**src/rtl/sprite_anim_if.sv**
```systemverilog
// sprite_anim_if: button/hit inputs and sprite state outputs of one player's animation sequencer
interface sprite_anim_if;
  logic frame_tick;
  logic btn_fwd;
  logic btn_back;
  logic btn_atk;
  logic btn_dir;
  logic btn_block;
  logic hit_in;
  logic [3:0] currentstate;
  logic [9:0] posx;
  logic attack_active;
  logic hit_blocked;
  logic busy;
  modport master (
    output frame_tick, btn_fwd, btn_back, btn_atk, btn_dir, btn_block, hit_in,
    input currentstate, posx, attack_active, hit_blocked, busy
  );
  modport slave (
    input frame_tick, btn_fwd, btn_back, btn_atk, btn_dir, btn_block, hit_in,
    output currentstate, posx, attack_active, hit_blocked, busy
  );
endinterface

```
**src/rtl/sprite_anim_ctrl.sv**
```systemverilog
// sprite_anim_ctrl: per-player sprite state sequencer; define ANIM_CANCEL_EN to let attack/dir buttons cancel pull phases
module sprite_anim_ctrl #(
  parameter int INIT_X      = 100,
  parameter int X_MIN       = 0,
  parameter int X_MAX       = 490,
  parameter int WALK_STEP   = 3,
  parameter bit FACE_LEFT   = 1'b0,
  parameter int ATK_START_F = 5,
  parameter int ATK_END_F   = 3,
  parameter int ATK_PULL_F  = 4,
  parameter int DIR_START_F = 4,
  parameter int DIR_END_F   = 3,
  parameter int DIR_PULL_F  = 5,
  parameter int HIT_F       = 12
) (
  input logic clk,
  input logic rst,
  sprite_anim_if.slave s
);
  typedef enum logic [3:0] {
    IDLE, WALK, WALKBACK, ATK_S, ATK_E, ATK_P, DIR_S, DIR_E, DIR_P, GOTHIT, BLOCK
  } state_t;
  state_t st, ns;
  logic [3:0] cnt, ncnt;
  logic [9:0] x, nx;
  logic [10:0] x_up, x_dn;
  logic hit_pending, fwd, aa, hb, bz;
  always_comb begin
    x_up = {1'b0, x} + 11'(WALK_STEP);
    x_dn = {1'b0, x} - 11'(WALK_STEP);
    fwd = (st == WALK) ^ FACE_LEFT;
    nx = x;
    if (st == WALK || st == WALKBACK)
      nx = fwd ? (x_up > 11'(X_MAX) ? 10'(X_MAX) : x_up[9:0])
               : ({1'b0, x} < 11'(X_MIN) + 11'(WALK_STEP) ? 10'(X_MIN) : x_dn[9:0]);
    ns = st;
    ncnt = cnt - 4'd1;
    if (hit_pending) begin
      ns = GOTHIT;
      ncnt = 4'(HIT_F);
    end else if (st == IDLE || st == WALK || st == WALKBACK || st == BLOCK) begin
      ns = s.btn_block ? BLOCK : s.btn_dir ? DIR_S : s.btn_atk ? ATK_S :
           (s.btn_fwd ^ s.btn_back) ? (s.btn_fwd ? WALK : WALKBACK) : IDLE;
      ncnt = s.btn_dir ? 4'(DIR_START_F) : 4'(ATK_START_F);
`ifdef ANIM_CANCEL_EN
    end else if ((st == ATK_P || st == DIR_P) && (s.btn_dir || s.btn_atk)) begin
      ns = s.btn_dir ? DIR_S : ATK_S;
      ncnt = s.btn_dir ? 4'(DIR_START_F) : 4'(ATK_START_F);
`endif
    end else if (cnt == 4'd1) begin
      ns = st == ATK_S ? ATK_E : st == ATK_E ? ATK_P : st == DIR_S ? DIR_E : st == DIR_E ? DIR_P : IDLE;
      ncnt = ns == ATK_E ? 4'(ATK_END_F) : ns == ATK_P ? 4'(ATK_PULL_F) :
             ns == DIR_E ? 4'(DIR_END_F) : 4'(DIR_PULL_F);
    end
  end
  // a pending hit always wins the next tick, so any tick consumes it
  always_ff @(posedge clk or posedge rst)
    if (rst) begin
      st <= IDLE;
      cnt <= '0;
      x <= 10'(INIT_X);
      hit_pending <= 1'b0;
      aa <= 1'b0;
      hb <= 1'b0;
      bz <= 1'b0;
    end else begin
      hb <= s.hit_in && st == BLOCK;
      hit_pending <= (s.hit_in && st != BLOCK) || (hit_pending && !s.frame_tick);
      if (s.frame_tick) begin
        st <= ns;
        cnt <= ncnt;
        x <= nx;
        aa <= ns == ATK_E || ns == DIR_E;
        bz <= ns >= ATK_S && ns <= GOTHIT;
      end
    end
  assign s.currentstate = st;
  assign s.posx = x;
  assign s.attack_active = aa;
  assign s.hit_blocked = hb;
  assign s.busy = bz;
endmodule

```
**src/flat_wrapper.sv**
```systemverilog
// flat-port wrapper written by rule: the top's interface ports become plain ports
module sprite_anim_ctrl_flat 
#(
  parameter int INIT_X      = 100,
  parameter int X_MIN       = 0,
  parameter int X_MAX       = 490,
  parameter int WALK_STEP   = 3,
  parameter bit FACE_LEFT   = 1'b0,
  parameter int ATK_START_F = 5,
  parameter int ATK_END_F   = 3,
  parameter int ATK_PULL_F  = 4,
  parameter int DIR_START_F = 4,
  parameter int DIR_END_F   = 3,
  parameter int DIR_PULL_F  = 5,
  parameter int HIT_F       = 12
)
  (clk, rst, s_frame_tick, s_btn_fwd, s_btn_back, s_btn_atk, s_btn_dir, s_btn_block, s_hit_in, s_currentstate, s_posx, s_attack_active, s_hit_blocked, s_busy);
  sprite_anim_if s_i ();
  input logic clk;
  input logic rst;
  input wire logic [$bits(s_i.frame_tick)-1:0] s_frame_tick;
  input wire logic [$bits(s_i.btn_fwd)-1:0] s_btn_fwd;
  input wire logic [$bits(s_i.btn_back)-1:0] s_btn_back;
  input wire logic [$bits(s_i.btn_atk)-1:0] s_btn_atk;
  input wire logic [$bits(s_i.btn_dir)-1:0] s_btn_dir;
  input wire logic [$bits(s_i.btn_block)-1:0] s_btn_block;
  input wire logic [$bits(s_i.hit_in)-1:0] s_hit_in;
  output wire logic [$bits(s_i.currentstate)-1:0] s_currentstate;
  output wire logic [$bits(s_i.posx)-1:0] s_posx;
  output wire logic [$bits(s_i.attack_active)-1:0] s_attack_active;
  output wire logic [$bits(s_i.hit_blocked)-1:0] s_hit_blocked;
  output wire logic [$bits(s_i.busy)-1:0] s_busy;
  assign s_i.frame_tick = s_frame_tick;
  assign s_i.btn_fwd = s_btn_fwd;
  assign s_i.btn_back = s_btn_back;
  assign s_i.btn_atk = s_btn_atk;
  assign s_i.btn_dir = s_btn_dir;
  assign s_i.btn_block = s_btn_block;
  assign s_i.hit_in = s_hit_in;
  assign s_currentstate = s_i.currentstate;
  assign s_posx = s_i.posx;
  assign s_attack_active = s_i.attack_active;
  assign s_hit_blocked = s_i.hit_blocked;
  assign s_busy = s_i.busy;
  sprite_anim_ctrl #(.INIT_X(INIT_X), .X_MIN(X_MIN), .X_MAX(X_MAX), .WALK_STEP(WALK_STEP), .FACE_LEFT(FACE_LEFT), .ATK_START_F(ATK_START_F), .ATK_END_F(ATK_END_F), .ATK_PULL_F(ATK_PULL_F), .DIR_START_F(DIR_START_F), .DIR_END_F(DIR_END_F), .DIR_PULL_F(DIR_PULL_F), .HIT_F(HIT_F)) u_core (.clk(clk), .rst(rst), .s(s_i));
endmodule
```
**config.mk**
```make
export PLATFORM = sky130hd
export DESIGN_NAME = sprite_anim_ctrl_flat
export DESIGN_NICKNAME = d
export VERILOG_FILES = /design/src/rtl/sprite_anim_if.sv /design/src/rtl/sprite_anim_ctrl.sv /design/src/flat_wrapper.sv
export SDC_FILE = /design/constraint.sdc
export NUM_CORES = 1
export LEC_CHECK = 0
export ABC_CLOCK_PERIOD_IN_PS = 6000
export CORE_MARGIN = 2
export CORE_UTILIZATION = 40
export DETAILED_ROUTE_END_ITERATION = 10
export MAX_ROUTING_LAYER = met4
export PLACE_DENSITY_LB_ADDON = 0.2
export SLEW_MARGIN = 25
export SYNTH_ARGS = -nofsm -noshare
export SYNTH_HDL_FRONTEND = slang
export SYNTH_SLANG_ARGS = --single-unit
export TNS_END_PERCENT = 50
```
**constraint.sdc**
```tcl
create_clock -name clk -period 6 [get_ports clk]
set_input_delay 1.5 -clock clk [delete_from_list [all_inputs] [get_ports clk]]
set_output_delay 1.5 -clock clk [all_outputs]
set_load 0.01 [all_outputs]
```
==> impl_metrics.tcl <==
set metrics [dict create \
    clock-sinks 22 \
    dp_hpwl_mm 3.54 \
    max_cap_viol_count 0 \
    diodes 0 \
    post_cts_buffers 0 \
    wire_per_inst_um 15.3 \
    pwr_density_cell_nw_per_um2 313 \
    die_x_um 74.3 \
    synth.avg_cell_area_um2 7.88 \
    synth_top_area_cell "dfrtp_1" \
    syn_inst 251 \
    cts_root_buffer "clkbuf_8" \
    synth_edf_count 0 \
    status "complete, no violations" \
    layout-drive-gt1-share 0.104 \
    path_clk_slew_ps 80 \
    slew_headroom 0.433 \
    nNetsFinal 273 \
    power_uw 713 \
    portBuffers 25 \
    ant_nets 0 \
    end_kind "flip-flop" \
    worstMarginPinSlew_ps 849 \
    slowest_stage "clkdlybuf4s50_1" \
    htree_levels 1 \
    path_cells "clkdlybuf4s50_1, nand3_1, nor2_1, nor4_1, o221a_2, o22ai_1" \
    vdd_drop_max_v 0.000235 \
    synth_cell_type_count 57 \
    yosysWarnings 0 \
    clock_path_buffers 2 \
    synth_top_area_frac 0.240 \
    post-route-period-util 0.573 \
    cts_hold_buf 0 \
    cts-buffers-inserted 3 \
    wl_met3_um 250 \
    drt_wl_total_mm 4.99 \
    ys_seq_elements 22 \
    grt_max_degree 23 \
    required_ps 6190 \
    drtIter0Drc 203 \
    initial_core_util 0.416 \
    syn-num-nets 264 \
    finalMaxSlewViolations 0 \
    place.gp.congestion 0.925 \
    synth-async-reset-ratio 1.00 \
    antenna_found_initial 0 \
    dp.cells 322 \
    syn2layout_area_growth_pct 15.1 \
    arrival_ps 3630 \
    row_count 25 \
    register_area_um2 554 \
    clock_latency_ps 260 \
    synth-seq-area-share 0.280 \
    die_area_um2 5520 \
    layout_setup_ws_ps 2560 \
    multi_input_area_um2 1280 \
    final_common_cell "clkdlybuf4s50_1" \
    cts_tree "yes" \
    cts-resized-gates 0 \
    num_io_pins 26 \
    grt_pass1_vias 1723 \
    setup_viol 0 \
    slowest_delay_ps 830 \
    syn_area_um2 1980 \
    routed_via_density 5.92 \
    worstHoldPathType "reg2reg" \
    highest_layer "met4" \
    worstSetupStartpointType "input port" \
    path_buf_inv 1 \
    power_leakage_uw 0.000868 \
    place_ws_ps 2290 \
    drt-met1-wl_mm 2.60 \
    yosys_most_used_dff "dfrtp_1" \
    post-route-min-period_ps 3440 \
    crit_family "simple AND/OR/NAND/NOR gates" \
    grt_overflow 0 \
    fin_cells 326 \
    fmax_mhz 291 \
    tns_ps 0 \
    crit_type "in2reg" \
    fillers 489 \
    die_h_um 74.3 \
    synth_area_leaders "dfrtp_1 (24%), nand2_1 (4.2%), nor2_1 (4.2%)" \
    fin_worst_skew_ps 1.56 \
    wl_met2_mm 2.11 \
    drt-pass1-iter-count 4 \
    grt_usage 0.200 \
    core_area_um2 4750 \
    most-common-layout-cells "clkdlybuf4s50_1 (25), nor2_1 (22), nand2_1 (22), dfrtp_1 (19), o21ai_0 (15)" \
    crit_fanout 18 \
    grt_pass1_wl_mm 8.48 \
    route.detailed.drc 0 \
    finalHoldViolCount 0 \
    num_vias 1930 \
    rsz0062_at_grt "false" \
]
[power breakdown]
group	internal [uW]	total [uW]	leakage, uW	switching, uW
Sequential	182	280	0.000260	97.5
Clock	58.5	106	0.0000288	47.5
Combinational	163	327	0.000579	164
Total	404	713	0.000868	309
[kinds of logic (layout without fill, tap and decap cells)]
| family | after synthesis | count (layout) | synth area share |
|---|---|---|---|
| AOI/OAI and AO/OA | 75 | 75 | 0.270 |
| xor gates and xnor gates | 4 | 4 | 0.0177 |
| adders and majority gates | 4 | 4 | 0.0253 |
| buffers and inverters | 34 | 42 | 0.0708 |
| DFF | 22 | 22 | 0.280 |
| muxes | 8 | 8 | 0.0443 |
| and+or+nand+nor | 104 | 104 | 0.292 |
[tightest hold or removal path: cells and delay by family (launching register included)]
family | cells | cell delay [ps]
compound gates | 1 | 70
flops | 1 | 390
buf+inv | 1 | 50
[routing by layer]
metal,vias up,track usage
met5,-,-
met4,0,0.0337
met3,4,0.0393
met2,58,0.275
met1,911,0.307
li1,957,-
[stage by stage]
| step | hold WS [ps] | utilization | instance area, um^2 |
|---|---|---|---|
| floorplan | 502 | - | 1980 |
| global placement | 539 | 0.467 | 2220 |
| detailed placement | 535 | 0.467 | 2220 |
| CTS | 547 | 0.479 | 2280 |
| global route | 581 | 0.479 | 2280 |
| finish | 544 | 0.479 | 2280 |
[worst paths after layout]
path | startpoint | endpoint | slack [ps] | cells past startpoint
max in group asynchronous | rst | u_core.s.posx[3] | 3770 | 2
min reg2reg | u_core.s.attack_active | u_core.s.attack_active | 540 | 2
min in group asynchronous | rst | u_core.cnt[2] | 1710 | 2
min | u_core.s.attack_active | u_core.s.attack_active | 540 | 2
max reg2reg | u_core.s.posx[1] | u_core.s.posx[4] | 3280 | 8
max | s_frame_tick | u_core.s.posx[6] | 2560 | 6
[layout make-up]
cell class	count	share of cell area
timing repair buffer	25	0.110
tap	67	0.0368
inverter	13	0.0214
clock buffer	4	0.0242
sequential	22	0.244
multi-input combinational	195	0.564
[Yosys cell counts, drive strengths merged (2+ instances only)]
master	count
nor2	22
and3b	2
nor3	14
nand3	7
nor4	6
inv	13
buf	6
mux2	6
a31o	3
o31ai	4
dfrtp	19
o211ai	3
a221oi	3
o32ai	2
nand2	22
a31oi	5
o221a	4
o31a	2
a22o	4
nand2b	4
a21oi	12
or3b	3
dfstp	3
mux2i	2
o21ai	15
o22ai	4
ha	4
nor4b	5
xor2	4
nor3b	6
clkbuf	15
nor2b	3
and3	4
o21a	3
[registers in the layout, summed over array words and instances (netlist names)]
name,cells
u_core.s.attack_active,1
u_core.s.currentstate,4
u_core.s.busy,1
u_core.s.hit_blocked,1
u_core.s.posx,10
u_core.hit_pending,1
u_core.cnt,4
No activity file was read; power rests on OpenSTA's default activity.
